--- src/rtl/board_drawer.sv ---
// board_drawer: full-board draw/clear sweep engine between the board RAM and the VGA adapter
module board_drawer #(
   parameter int WIDTH      = 160,
   parameter int HEIGHT     = 120,
   parameter bit SKIP_EMPTY = 1'b0
) (
   input  logic        CLOCK_50,
   input  logic        reset,
   input  logic        start_draw,
   input  logic        start_clear,
   output logic        busy,
   output logic        done,
   output logic [14:0] ram_address,
   output logic        ram_wren,
   output logic [2:0]  ram_data,
   input  logic [2:0]  ram_q,
   output logic [7:0]  x,
   output logic [6:0]  y,
   output logic [2:0]  colour,
   output logic        plot
);
   typedef enum logic [2:0] {IDLE, DRAW_RD, DRAW_WT, DRAW_PL, CLEAR, FINISH} state_t;
   localparam logic [7:0] X_LAST = 8'(WIDTH - 1);
   localparam logic [6:0] Y_LAST = 7'(HEIGHT - 1);
   state_t      state, state_n;
   logic [7:0]  xc, xc_n, x_adv, x_n;
   logic [6:0]  yc, yc_n, y_adv, y_n;
   logic        last, busy_n, done_n, wren_n, plot_n;
   logic [14:0] addr_n;
   logic [2:0]  colour_n;
   assign last     = (xc == X_LAST) && (yc == Y_LAST);
   assign x_adv    = (xc == X_LAST) ? 8'd0 : xc + 8'd1;
   assign y_adv    = (xc == X_LAST) ? yc + 7'd1 : yc;
   assign ram_data = 3'b000;
   // next state, next counters and the registered output values for the next cycle
   always_comb begin
      state_n  = state;
      xc_n     = xc;
      yc_n     = yc;
      busy_n   = 1'b0;
      done_n   = 1'b0;
      wren_n   = 1'b0;
      plot_n   = 1'b0;
      addr_n   = '0;
      x_n      = '0;
      y_n      = '0;
      colour_n = '0;
      case (state)
         IDLE: begin
            if (start_clear) begin
               state_n = CLEAR;
               busy_n  = 1'b1;
               wren_n  = 1'b1;
               plot_n  = 1'b1;
               addr_n  = {xc, yc};
               x_n     = xc;
               y_n     = yc;
            end else if (start_draw) begin
               state_n = DRAW_RD;
               busy_n  = 1'b1;
               addr_n  = {xc, yc};
            end
         end
         DRAW_RD: begin
            state_n = DRAW_WT;
            busy_n  = 1'b1;
            addr_n  = {xc, yc};
         end
         DRAW_WT: begin
            state_n  = DRAW_PL;
            busy_n   = 1'b1;
            addr_n   = {xc, yc};
            x_n      = xc;
            y_n      = yc;
            colour_n = ram_q;
            plot_n   = !(SKIP_EMPTY && ram_q == 3'b000);
         end
         DRAW_PL: begin
            if (last) begin
               state_n = FINISH;
               done_n  = 1'b1;
               xc_n    = '0;
               yc_n    = '0;
            end else begin
               state_n = DRAW_RD;
               busy_n  = 1'b1;
               xc_n    = x_adv;
               yc_n    = y_adv;
               addr_n  = {x_adv, y_adv};
            end
         end
         CLEAR: begin
            if (last) begin
               state_n = FINISH;
               done_n  = 1'b1;
               xc_n    = '0;
               yc_n    = '0;
            end else begin
               busy_n = 1'b1;
               wren_n = 1'b1;
               plot_n = 1'b1;
               xc_n   = x_adv;
               yc_n   = y_adv;
               addr_n = {x_adv, y_adv};
               x_n    = x_adv;
               y_n    = y_adv;
            end
         end
         FINISH: state_n = IDLE;
         default: state_n = IDLE;
      endcase
   end
   // state, counters and every output are registered together
   always_ff @(posedge CLOCK_50) begin
      if (reset) begin
         state       <= IDLE;
         xc          <= '0;
         yc          <= '0;
         busy        <= 1'b0;
         done        <= 1'b0;
         ram_wren    <= 1'b0;
         plot        <= 1'b0;
         ram_address <= '0;
         x           <= '0;
         y           <= '0;
         colour      <= '0;
      end else begin
         state       <= state_n;
         xc          <= xc_n;
         yc          <= yc_n;
         busy        <= busy_n;
         done        <= done_n;
         ram_wren    <= wren_n;
         plot        <= plot_n;
         ram_address <= addr_n;
         x           <= x_n;
         y           <= y_n;
         colour      <= colour_n;
      end
   end
endmodule

--- config.mk ---
export PLATFORM = sky130hd
export DESIGN_NAME = board_drawer
export DESIGN_NICKNAME = d
export VERILOG_FILES = /design/src/rtl/board_drawer.sv
export SDC_FILE = /design/constraint.sdc
export NUM_CORES = 1
export LEC_CHECK = 0
export ABC_AREA = 0
export CELL_PAD_IN_SITES_DETAIL_PLACEMENT = 2
export CELL_PAD_IN_SITES_GLOBAL_PLACEMENT = 2
export CORE_MARGIN = 2
export CORE_UTILIZATION = 33
export CTS_CLUSTER_SIZE = 16
export DETAILED_ROUTE_END_ITERATION = 16
export PLACE_DENSITY_LB_ADDON = 0.1
export SYNTH_ARGS = -nofsm -noshare
export SYNTH_HDL_FRONTEND = slang
export SYNTH_SLANG_ARGS = --single-unit
--- constraint.sdc ---
create_clock -name CLOCK_50 -period 5.4 [get_ports CLOCK_50]
set_input_delay 1.62 -clock CLOCK_50 [delete_from_list [all_inputs] [get_ports CLOCK_50]]
set_output_delay 1.62 -clock CLOCK_50 [all_outputs]
set_load 0.03 [all_outputs]
==> reports/metrics.yaml, run 1 <==
floorplanning:
  start_util: 0.340
  fp.dieW_um: 90.4
  ioPinCount: 47
  core_um2: 7250
  die_area_um2: 8180
  chipHeight_um: 90.4
  num_rows: 31
global_routing:
  grt_pass1_vias: 2442
  antenna_found_initial: 0
  gr-total-overflow: 0
  grt_pass1_wl_mm: 13.2
  grt_usage: 0.201
  grt_max_degree: 25
drt:
  via_per_inst: 5.63
  first_pass_iters: 4
  drt-initial-drc-count: 98
  wirelength_mm: 7.94
  drc_errors: 0
  num_vias: 2361
  drtAntennaViolNets: 0
  wl_per_cell_um: 18.9
flow_run:
  maxCapViolations: 0
setup_path:
  critPathLaunchType: "primary input"
  crit_family: "compound AO/OA/AOI/OAI gates"
  setup.worst_path.end_class: "flop"
  cp.required_ns: 5.64
  slowest_stage: "a211o_1"
  max_stage_delay_ns: 0.55
  critical_path_class: "in -> reg"
  crit_chain: "clkdlybuf4s50_1 -> buf_4 -> a211o_1 -> or3_1 -> o22ai_1"
  worstPathArrival_ns: 3.38
  crit_buf_inv: 2
  crit_path_max_fanout: 24
synthesis:
  synth_area_um2: 2460
  async_flop_share: 0
  ys_seq_area_frac: 0.447
  ys_ff_latch: 55
  yosys_warnings: 0
  avgSynthCellArea_um2: 8.44
  synthFlopType: "dfxtp_1"
  ys_types: 53
  synth_edf_count: 0
  synthCells: 292
timing:
  finalSetupTns_ns: 0
  worst_pin_slew_ns: 0.861
  fin_crit_ns: 3.14
  finalSetupViolations: 0
  hold_violations: 0
  max_freq_mhz: 318
  period_share: 0.582
  slew_viol_final: 0
  slew_headroom: 0.421
  rsz0062_at_grt: "no"
  clock_skew_ns: 0.0104
clock_network:
  cts_max_level: 2
  clock_sinks: 55
  clock_path_buffers: 2
  postCtsSetupBuffers: 0
  clock_latency_ns: 0.31
  tritoncts: "yes"
  clkTransAtPathRegs_ns: 0.11
  cts_resized: 0
  root_buffer: "clkbuf_8"
  cts_made_buffers: 5
  holdBufCountCts: 0
place:
  placed_cells: 411
  place_congestion: 0.757
  dp_hpwl_mm: 5.38
  portBuffers: 43
power:
  irDropWorstVdd_v: 0.0000885
  p_total_uw: 792
  power_density_nw_per_um2: 264
  leakage_nw: 0.961
cells_and_area:
  syn_to_final_growth_pct: 21.5
  diodes: 0
  layoutNonFillerInstCount: 419
  final_layout_size_suffix_gt1_frac: 0.0500
  nFillCells: 843
  nets: 328
run_status:
  outcome: "finished clean"
min_path:
  hold_class: "reg -> reg"
-- metal layers --
metal  vias up  part of all wire  track usage
li1       1118                 -            -
met1      1204              0.46        0.264
met2        34              0.51        0.357
met3         5             0.025       0.0292
met4         0            0.0064       0.0333
met5         -                 0            0
-- layout make-up --
type                    count  area (um^2)  area share
clock inverters             3         20.0     0.00669
inverters                   7         26.3     0.00878
repair buffers             45          445       0.149
well taps                  99          124      0.0414
clock buffers               5         68.8      0.0230
multi-input cells         205         1210       0.404
flip-flops and latches     55         1100       0.368
-- cells in the mapped netlist, types with 2 or more instances --
cell	count	area share
a211oi_1	3	0.0091
a21oi_1	43	0.087
a22oi_1	4	0.012
a31oi_1	5	0.013
a32oi_1	2	0.0071
and2_1	5	0.013
and4_1	2	0.0071
buf_2	7	0.014
buf_4	3	0.0091
buf_6	2	0.0091
clkbuf_1	15	0.023
dfxtp_1	55	0.45
ha_1	2	0.010
inv_1	7	0.011
nand2_1	21	0.032
nand2b_1	2	0.0051
nand3_1	11	0.022
nand4_1	8	0.020
nor2_1	14	0.021
nor2b_1	2	0.0051
nor3_1	8	0.016
o21ai_0	9	0.018
o21ai_1	14	0.028
o22ai_1	2	0.0051
o32ai_1	2	0.0071
o41ai_1	2	0.0071
or3_1	7	0.018
or4_1	6	0.018
or4_4	2	0.0091
xnor2_1	4	0.014
-- state kept, by name (all words and copies together) (netlist names) --
register and flops:
state 3, ram_wren 1, xc 8, x 8, ram_address 15, busy 1, done 1, plot 1
y 7, yc 7, colour 3
-- where the power goes --
part           switching [mW]  leakage (nW)  internal, mW
Sequential             0.0135         0.445         0.416
Combinational          0.0890         0.476        0.0388
Clock                   0.144        0.0402        0.0908
Total                   0.246         0.961         0.546
-- layout by cell type (no fill, tap or decap), types with 3 or more instances in the layout --
master | netlist | layout
dfxtp_1 | 55 | 55
a21oi_1 | 43 | 43
or3_1 | 7 | 7
o21ai_0 | 9 | 9
nor2_1 | 14 | 14
xnor2_1 | 4 | 4
clkbuf_8 | 0 | 5
clkdlybuf4s50_1 | 0 | 43
nand2_1 | 21 | 21
a211oi_1 | 3 | 3
a31oi_1 | 5 | 5
nand4_1 | 8 | 8
a22oi_1 | 4 | 4
and2_1 | 5 | 5
nand3_1 | 11 | 11
inv_1 | 7 | 7
or4_1 | 6 | 6
nor3_1 | 8 | 8
conb_1 | 1 | 3
o21ai_1 | 14 | 14
-- per-stage QoR --
step,cell area (um^2),util,hold WS [ns],setup WS (ns)
2_1_floorplan,2470,-,0.479,2.73
5_1_grt,2990,0.413,0.592,2.13
3_5_place_dp,2910,0.401,0.534,1.92
4_1_cts,2990,0.413,0.549,2.24
3_3_place_gp,2910,0.401,0.514,1.99
6_report,2990,0.413,0.545,2.26
-- worst register-to-register path: stages, from the launching register on --
cell	delay, ns
dfxtp_1	0.62
or3b_1	0.70
and2_1	0.54
or4_4	0.60
a21oi_2	0.14
-- kinds of logic after synthesis --
group | after synthesis | share of synthesized area
buf+inv | 34 | 0.0660
fa+ha+maj | 2 | 0.0102
flops | 55 | 0.447
other cells | 1 | 0.00152
compound gates | 95 | 0.225
mux | 1 | 0.00406
simple gates | 100 | 0.232
xor+xnor | 4 | 0.0142
-- path summary, 6_finish.rpt --
| kind | start | slack (ns) | end | cells after the start |
|---|---|---|---|---|
| hold reg to reg | xc[1] | 0.55 | xc[1] | 2 |
| setup / recovery | reset | 2.26 | y[3] | 5 |
| hold / removal | xc[1] | 0.55 | xc[1] | 2 |
| setup reg to reg | state[2] | 2.75 | ram_address[12] | 4 |
Power figures use the tool's default switching activity.
==> run 2: changes to the inputs <==
Settings changed: CORE_UTILIZATION 33 to 27.
Clock period 5.4 ns to 2.6 ns, I/O delays scaled along.
==> reports/metrics.yaml, run 2 (synthesis results as in run 1) <==
drt:
  drc_errors: 0  # unchanged
  drtAntennaViolNets: 0  # unchanged
  via_per_inst: 5.35  # -5.1%
  wl_per_cell_um: 19.0  # +0.35%
  first_pass_iters: 4  # unchanged
  num_vias: 2386  # +1.1%
  drt-initial-drc-count: 89  # -9.2%
  wirelength_mm: 8.48  # +6.8%
floorplanning:
  fp.dieW_um: 99.5  # +10%
  chipHeight_um: 99.5  # +10%
  die_area_um2: 9910  # +21%
  num_rows: 34  # +9.7%
  ioPinCount: 47  # unchanged
  core_um2: 8810  # +21%
  start_util: 0.280  # -0.0599
power:
  irDropWorstVdd_v: 0.000228  # +160%
  power_density_nw_per_um2: 536  # +100%
  leakage_nw: 1.05  # +9.7%
  p_total_mw: 1.69  # +110%
timing:
  max_freq_mhz: 448
  slew_headroom: 0.494  # +0.0721
  period_share: 0.858
  worst_pin_slew_ns: 0.757  # -0.104 ns
  fin_crit_ns: 2.23
  hold_violations: 0  # unchanged
  finalSetupViolations: 0  # unchanged
  clock_skew_ns: 0.0129  # +0.00253 ns
  rsz0062_at_grt: "no"
  slew_viol_final: 0  # unchanged
  finalSetupTns_ns: 0  # unchanged
place:
  portBuffers: 43  # unchanged
  dp_hpwl_mm: 5.91  # +9.8%
  place_congestion: 0.772  # +2.0%
global_routing:
  grt_pass1_wl_mm: 13.7  # +3.9%
  gr-total-overflow: 0  # unchanged
  antenna_found_initial: 0  # unchanged
  grt_max_degree: 20  # -20%
  grt_usage: 0.178  # -0.0237
  grt_pass1_vias: 2451  # +0.37%
clock_network:
  tritoncts: "yes"
  cts_resized: 0  # unchanged
  clock_path_buffers: 2  # unchanged
  clock_sinks: 55  # unchanged
  holdBufCountCts: 0  # unchanged
  clkTransAtPathRegs_ns: 0.10  # about the same
  root_buffer: "clkbuf_8"
  postCtsSetupBuffers: 0  # unchanged
  cts_made_buffers: 5  # unchanged
  clock_latency_ns: 0.32  # about the same
  cts_max_level: 2  # unchanged
cells_and_area:
  nets: 346  # +5.5%
  nFillCells: 998  # +18%
  top_register: "ram_address"
  reg.largest.list: "ram_address (15), x (8), xc (8)"
  largest_register_ffs: 15  # unchanged
  syn_to_final_growth_pct: 27.6
  layout_common_cells: "dfxtp_1 (55), a21oi_1 (43), clkdlybuf4s50_1 (43)"
  final_layout_size_suffix_gt1_frac: 0.0947  # +0.0447
  final_common_cell: "dfxtp_1"
  diodes: 0  # unchanged
min_path:
  hold_class: "reg -> reg"
  hold_depth: 2  # unchanged
setup_path:
  slowest_stage: "or4_1"
  crit_chain: "ha_1 -> nand4_2 -> or4_1 -> o22a_1 -> nor3_1"
  cp.required_ns: 2.84  # -2.80 ns
  crit_path_max_fanout: 7  # -71%
  reg2reg_depth: 5  # +1
  worstPathArrival_ns: 2.47  # -0.91 ns
  critical_path_class: "reg -> reg"
  setup.worst_path.end_class: "flop"
  max_stage_delay_ns: 0.74  # +0.19 ns
  critPathLaunchType: "flop"
flow_run:
  maxCapViolations: 0  # unchanged
run_status:
  outcome: "finished clean"
-- run 2: changes by cell type in the layout (fill, tap and decap cells not counted) --
cell        change
buf_4          +17
clkbuf_1        +2
clkinvlp_4      -2
buf_12          +1
-- run 2: critical path: cells and delay by family (launching register included) --
kind	cells	cell delay [ns]
AO/OA/AOI/OAI	1	0.28
adder cells (fa/ha/maj)	1	0.34
flip-flops	1	0.47
AND/OR/NAND/NOR	3	1.07
-- run 2: where the power goes --
part           internal, mW  switching [mW]
clock                 0.191           0.298
sequential            0.864          0.0165
combinational         0.110           0.208
total                  1.16           0.522
-- run 2: path summary, 6_finish.rpt --
path,startpoint,to,slack (ns)
worst max-delay path,xc[0],state[2],0.37
worst min-delay path,xc[1],xc[1],0.54
worst max register to register,xc[0],state[2],0.37
worst min register to register,xc[1],xc[1],0.54
-- run 2: layout make-up --
cell class / instances / area, um^2 / share of cell area
well taps: 108 / 135 / 0.0430
flip-flops and latches: 55 / 1100 / 0.350
repair buffers: 63 / 593 / 0.189
clock buffers: 7 / 76.3 / 0.0243
clock inverters: 1 / 5.00 / 0.00159
inverters: 7 / 26.3 / 0.00835
multi-input cells: 205 / 1210 / 0.384
-- run 2: through the flow --
step / hold slack (ns) / area (um^2) / cells / setup WS, ns / utilization
6_report: 0.542 / 3150 / 446 / 0.368 / 0.357
5_1_grt: 0.585 / 3150 / 446 / 0.238 / 0.357
4_1_cts: 0.546 / 3150 / 446 / 0.356 / 0.357
3_5_place_dp: 0.531 / 3060 / 438 / 0.269 / 0.348
3_3_place_gp: 0.510 / 3060 / 438 / 0.314 / 0.348
2_1_floorplan: 0.479 / 2470 / 294 / 0.697 / -
-- run 2: metal layers --
layer | global-route usage | share of wire
met1 | 0.241 | 0.48
met2 | 0.296 | 0.48
met3 | 0.0309 | 0.032
met4 | 0.0379 | 0.0084
met5 | 0 | 0
==> run 3: changes to the inputs <==
Settings changed: PLACE_DENSITY set to 0.7, PLACE_DENSITY_LB_ADDON 0.1 to unset.
==> reports/metrics.yaml, run 3 (synthesis results as in run 1) <==
drt:
  wirelength_mm: 8.08  # -4.6%
  num_vias: 2410  # +1.0%
  wl_per_cell_um: 18.2  # -4.2%
  first_pass_iters: 4  # unchanged
  drc_errors: 0  # unchanged
  drtAntennaViolNets: 0  # unchanged
  drt-initial-drc-count: 83  # -6.7%
  via_per_inst: 5.43  # +1.5%
cells_and_area:
  layout_common_cells: "dfxtp_1 (55), a21oi_1 (43), clkdlybuf4s50_1 (43)"
  final_util: 0.357  # about the same
  nets: 344  # -0.58%
  top_register: "ram_address"
  diodes: 0  # unchanged
  final_layout_size_suffix_gt1_frac: 0.0893  # -0.00539
  final_common_cell: "dfxtp_1"
  syn_to_final_growth_pct: 27.5  # about the same
  multi_input_comb_area_um2: 1210  # unchanged
  register_area_um2: 1100  # unchanged
  largest_register_ffs: 15  # unchanged
  reg.largest.list: "ram_address (15), x (8), xc (8)"
  nFillCells: 1011  # +1.3%
clock_network:
  cts_resized: 0  # unchanged
  cts_made_buffers: 5  # unchanged
  clock_path_buffers: 2  # unchanged
  holdBufCountCts: 0  # unchanged
  tritoncts: "yes"
  clock_latency_ns: 0.31  # about the same
  cts_max_level: 2  # unchanged
  clkTransAtPathRegs_ns: 0.10  # about the same
  clock_sinks: 55  # unchanged
  root_buffer: "clkbuf_8"
  postCtsSetupBuffers: 0  # unchanged
place:
  dp_hpwl_mm: 5.82  # -1.5%
  place_congestion: 0.782  # +1.3%
  portBuffers: 43  # unchanged
power:
  power_density_nw_per_um2: 532  # -0.69%
  clkPwrFrac: 0.288  # -0.002
  pwr-share-comb: 0.185  # -0.003
  irDropWorstVdd_v: 0.000219  # -4.0%
  leakage_nw: 1.05  # -0.20%
  seq_power_share: 0.528  # +0.006
  p_sw_frac: 0.305  # -0.00493
  internal_power_mw: 1.16  # about the same
  switching_power_uw: 510  # -2.3%
setup_path:
  cp.required_ns: 2.84  # about the same
  r2r_start: "xc[1]"
  critPathLaunchType: "flop"
  timing.critical_path.from: "xc[1]"
  reg2reg_depth: 5  # unchanged
  worstPathArrival_ns: 2.51  # +0.04 ns
  crit_path_max_fanout: 7  # unchanged
  slowest_stage: "or4_1"
  crit_buf_inv: 0  # unchanged
  setup.worst_path.end_class: "flop"
  r2r_slack_ns: 0.33  # -0.04 ns
  critical_path_class: "reg -> reg"
  endpoint: "state[2]"
  reg2reg_to: "state[2]"
  crit_family: "simple AND/OR/NAND/NOR gates"
  max_stage_delay_ns: 0.74  # about the same
  crit_cells: 5  # unchanged
  crit_chain: "ha_1 -> nand4_2 -> or4_1 -> o22a_1 -> nor3_1"
floorplanning:
  ioPinCount: 47  # unchanged
  start_util: 0.280  # unchanged
  chipHeight_um: 99.5  # unchanged
  die_area_um2: 9910  # unchanged
  fp.dieW_um: 99.5  # unchanged
  num_rows: 34  # unchanged
  core_um2: 8810  # unchanged
timing:
  period_share: 0.873  # +0.0141
  clock_skew_ns: 0.00418  # -0.00871 ns
  finalSetupViolations: 0  # unchanged
  slew_headroom: 0.512  # +0.0185
  slew_viol_final: 0  # unchanged
  rsz0062_at_grt: "no"
  hold_violations: 0  # unchanged
  worst_pin_slew_ns: 0.732  # -0.0250 ns
  max_freq_mhz: 441  # -1.6%
  fin_crit_ns: 2.27  # +0.0368 ns
  finalSetupTns_ns: 0  # unchanged
global_routing:
  gr-total-overflow: 0  # unchanged
  grt_pass1_vias: 2606  # +6.3%
  antenna_found_initial: 0  # unchanged
  grt_usage: 0.171  # -0.00706
  grt_max_degree: 24  # +20%
  grt_pass1_wl_mm: 13.5  # -1.5%
flow_run:
  maxCapViolations: 0  # unchanged
run_status:
  outcome: "finished clean"
min_path:
  hold_class: "reg -> reg"
run 3: cell types whose count changed in the layout (fill, tap and decap cells not counted), sizes merged:
cell,delta
buf,-2
run 3: worst min-delay path, stage by stage (launching register included):
cell and delay (ns):
dfxtp_1 0.37, nand3_1 0.08, o21ai_1 0.06
run 3: worst min-delay path by stage:
stage / endpoint / slack [ns] / cells after the start / startpoint
5_1_grt: ram_address[4] / 0.58 / 2 / yc[4]
3_5_place_dp: ram_address[4] / 0.53 / 2 / yc[4]
4_1_cts: ram_address[4] / 0.55 / 2 / yc[4]
3_3_place_gp: xc[1] / 0.51 / 2 / xc[1]
2_1_floorplan: ram_address[4] / 0.48 / 2 / yc[4]
6_report: ram_address[4] / 0.55 / 2 / yc[4]
run 3: metal layers:
layer  wire length (um)  GRT usage  vias up  share of wire
li1                   -          -     1151              -
met2               4070      0.302       32           0.50
met1               3780      0.212     1217           0.47
met3                130     0.0267       10          0.016
met5                  0          0        -              0
met4                100     0.0527        0          0.012
run 3: power groups by stage:
stage / logic [mW] / clock network (mW) / registers, mW
4_1_cts: 0.314 / 0.503 / 0.884
3_3_place_gp: 0.305 / 0 / 0.902
5_1_grt: 0.338 / 0.531 / 0.887
2_1_floorplan: 0.170 / 0 / 0.919
3_5_place_dp: 0.314 / 0 / 0.903
6_report: 0.309 / 0.481 / 0.883
run 3: cell type report:
class | instances | share of cell area
Clock inverter | 1 | 0.00159
Multi-Input combinational cell | 205 | 0.385
Tap cell | 108 | 0.0430
Sequential cell | 55 | 0.350
Inverter | 7 | 0.00836
Timing Repair Buffer | 61 | 0.188
Clock buffer | 7 | 0.0243
run 3: metrics by stage:
stage               worst slack (ns)  cell area (um^2)  hold WS (ns)  cells  power, mW
finish                         0.331              3140         0.547    444       1.67
global route                   0.187              3140         0.580    444       1.76
CTS                            0.336              3140         0.549    444       1.70
detailed placement             0.269              3060         0.533    436       1.22
global placement               0.296              3060         0.511    436       1.21
floorplan                      0.697              2470         0.479    294       1.09
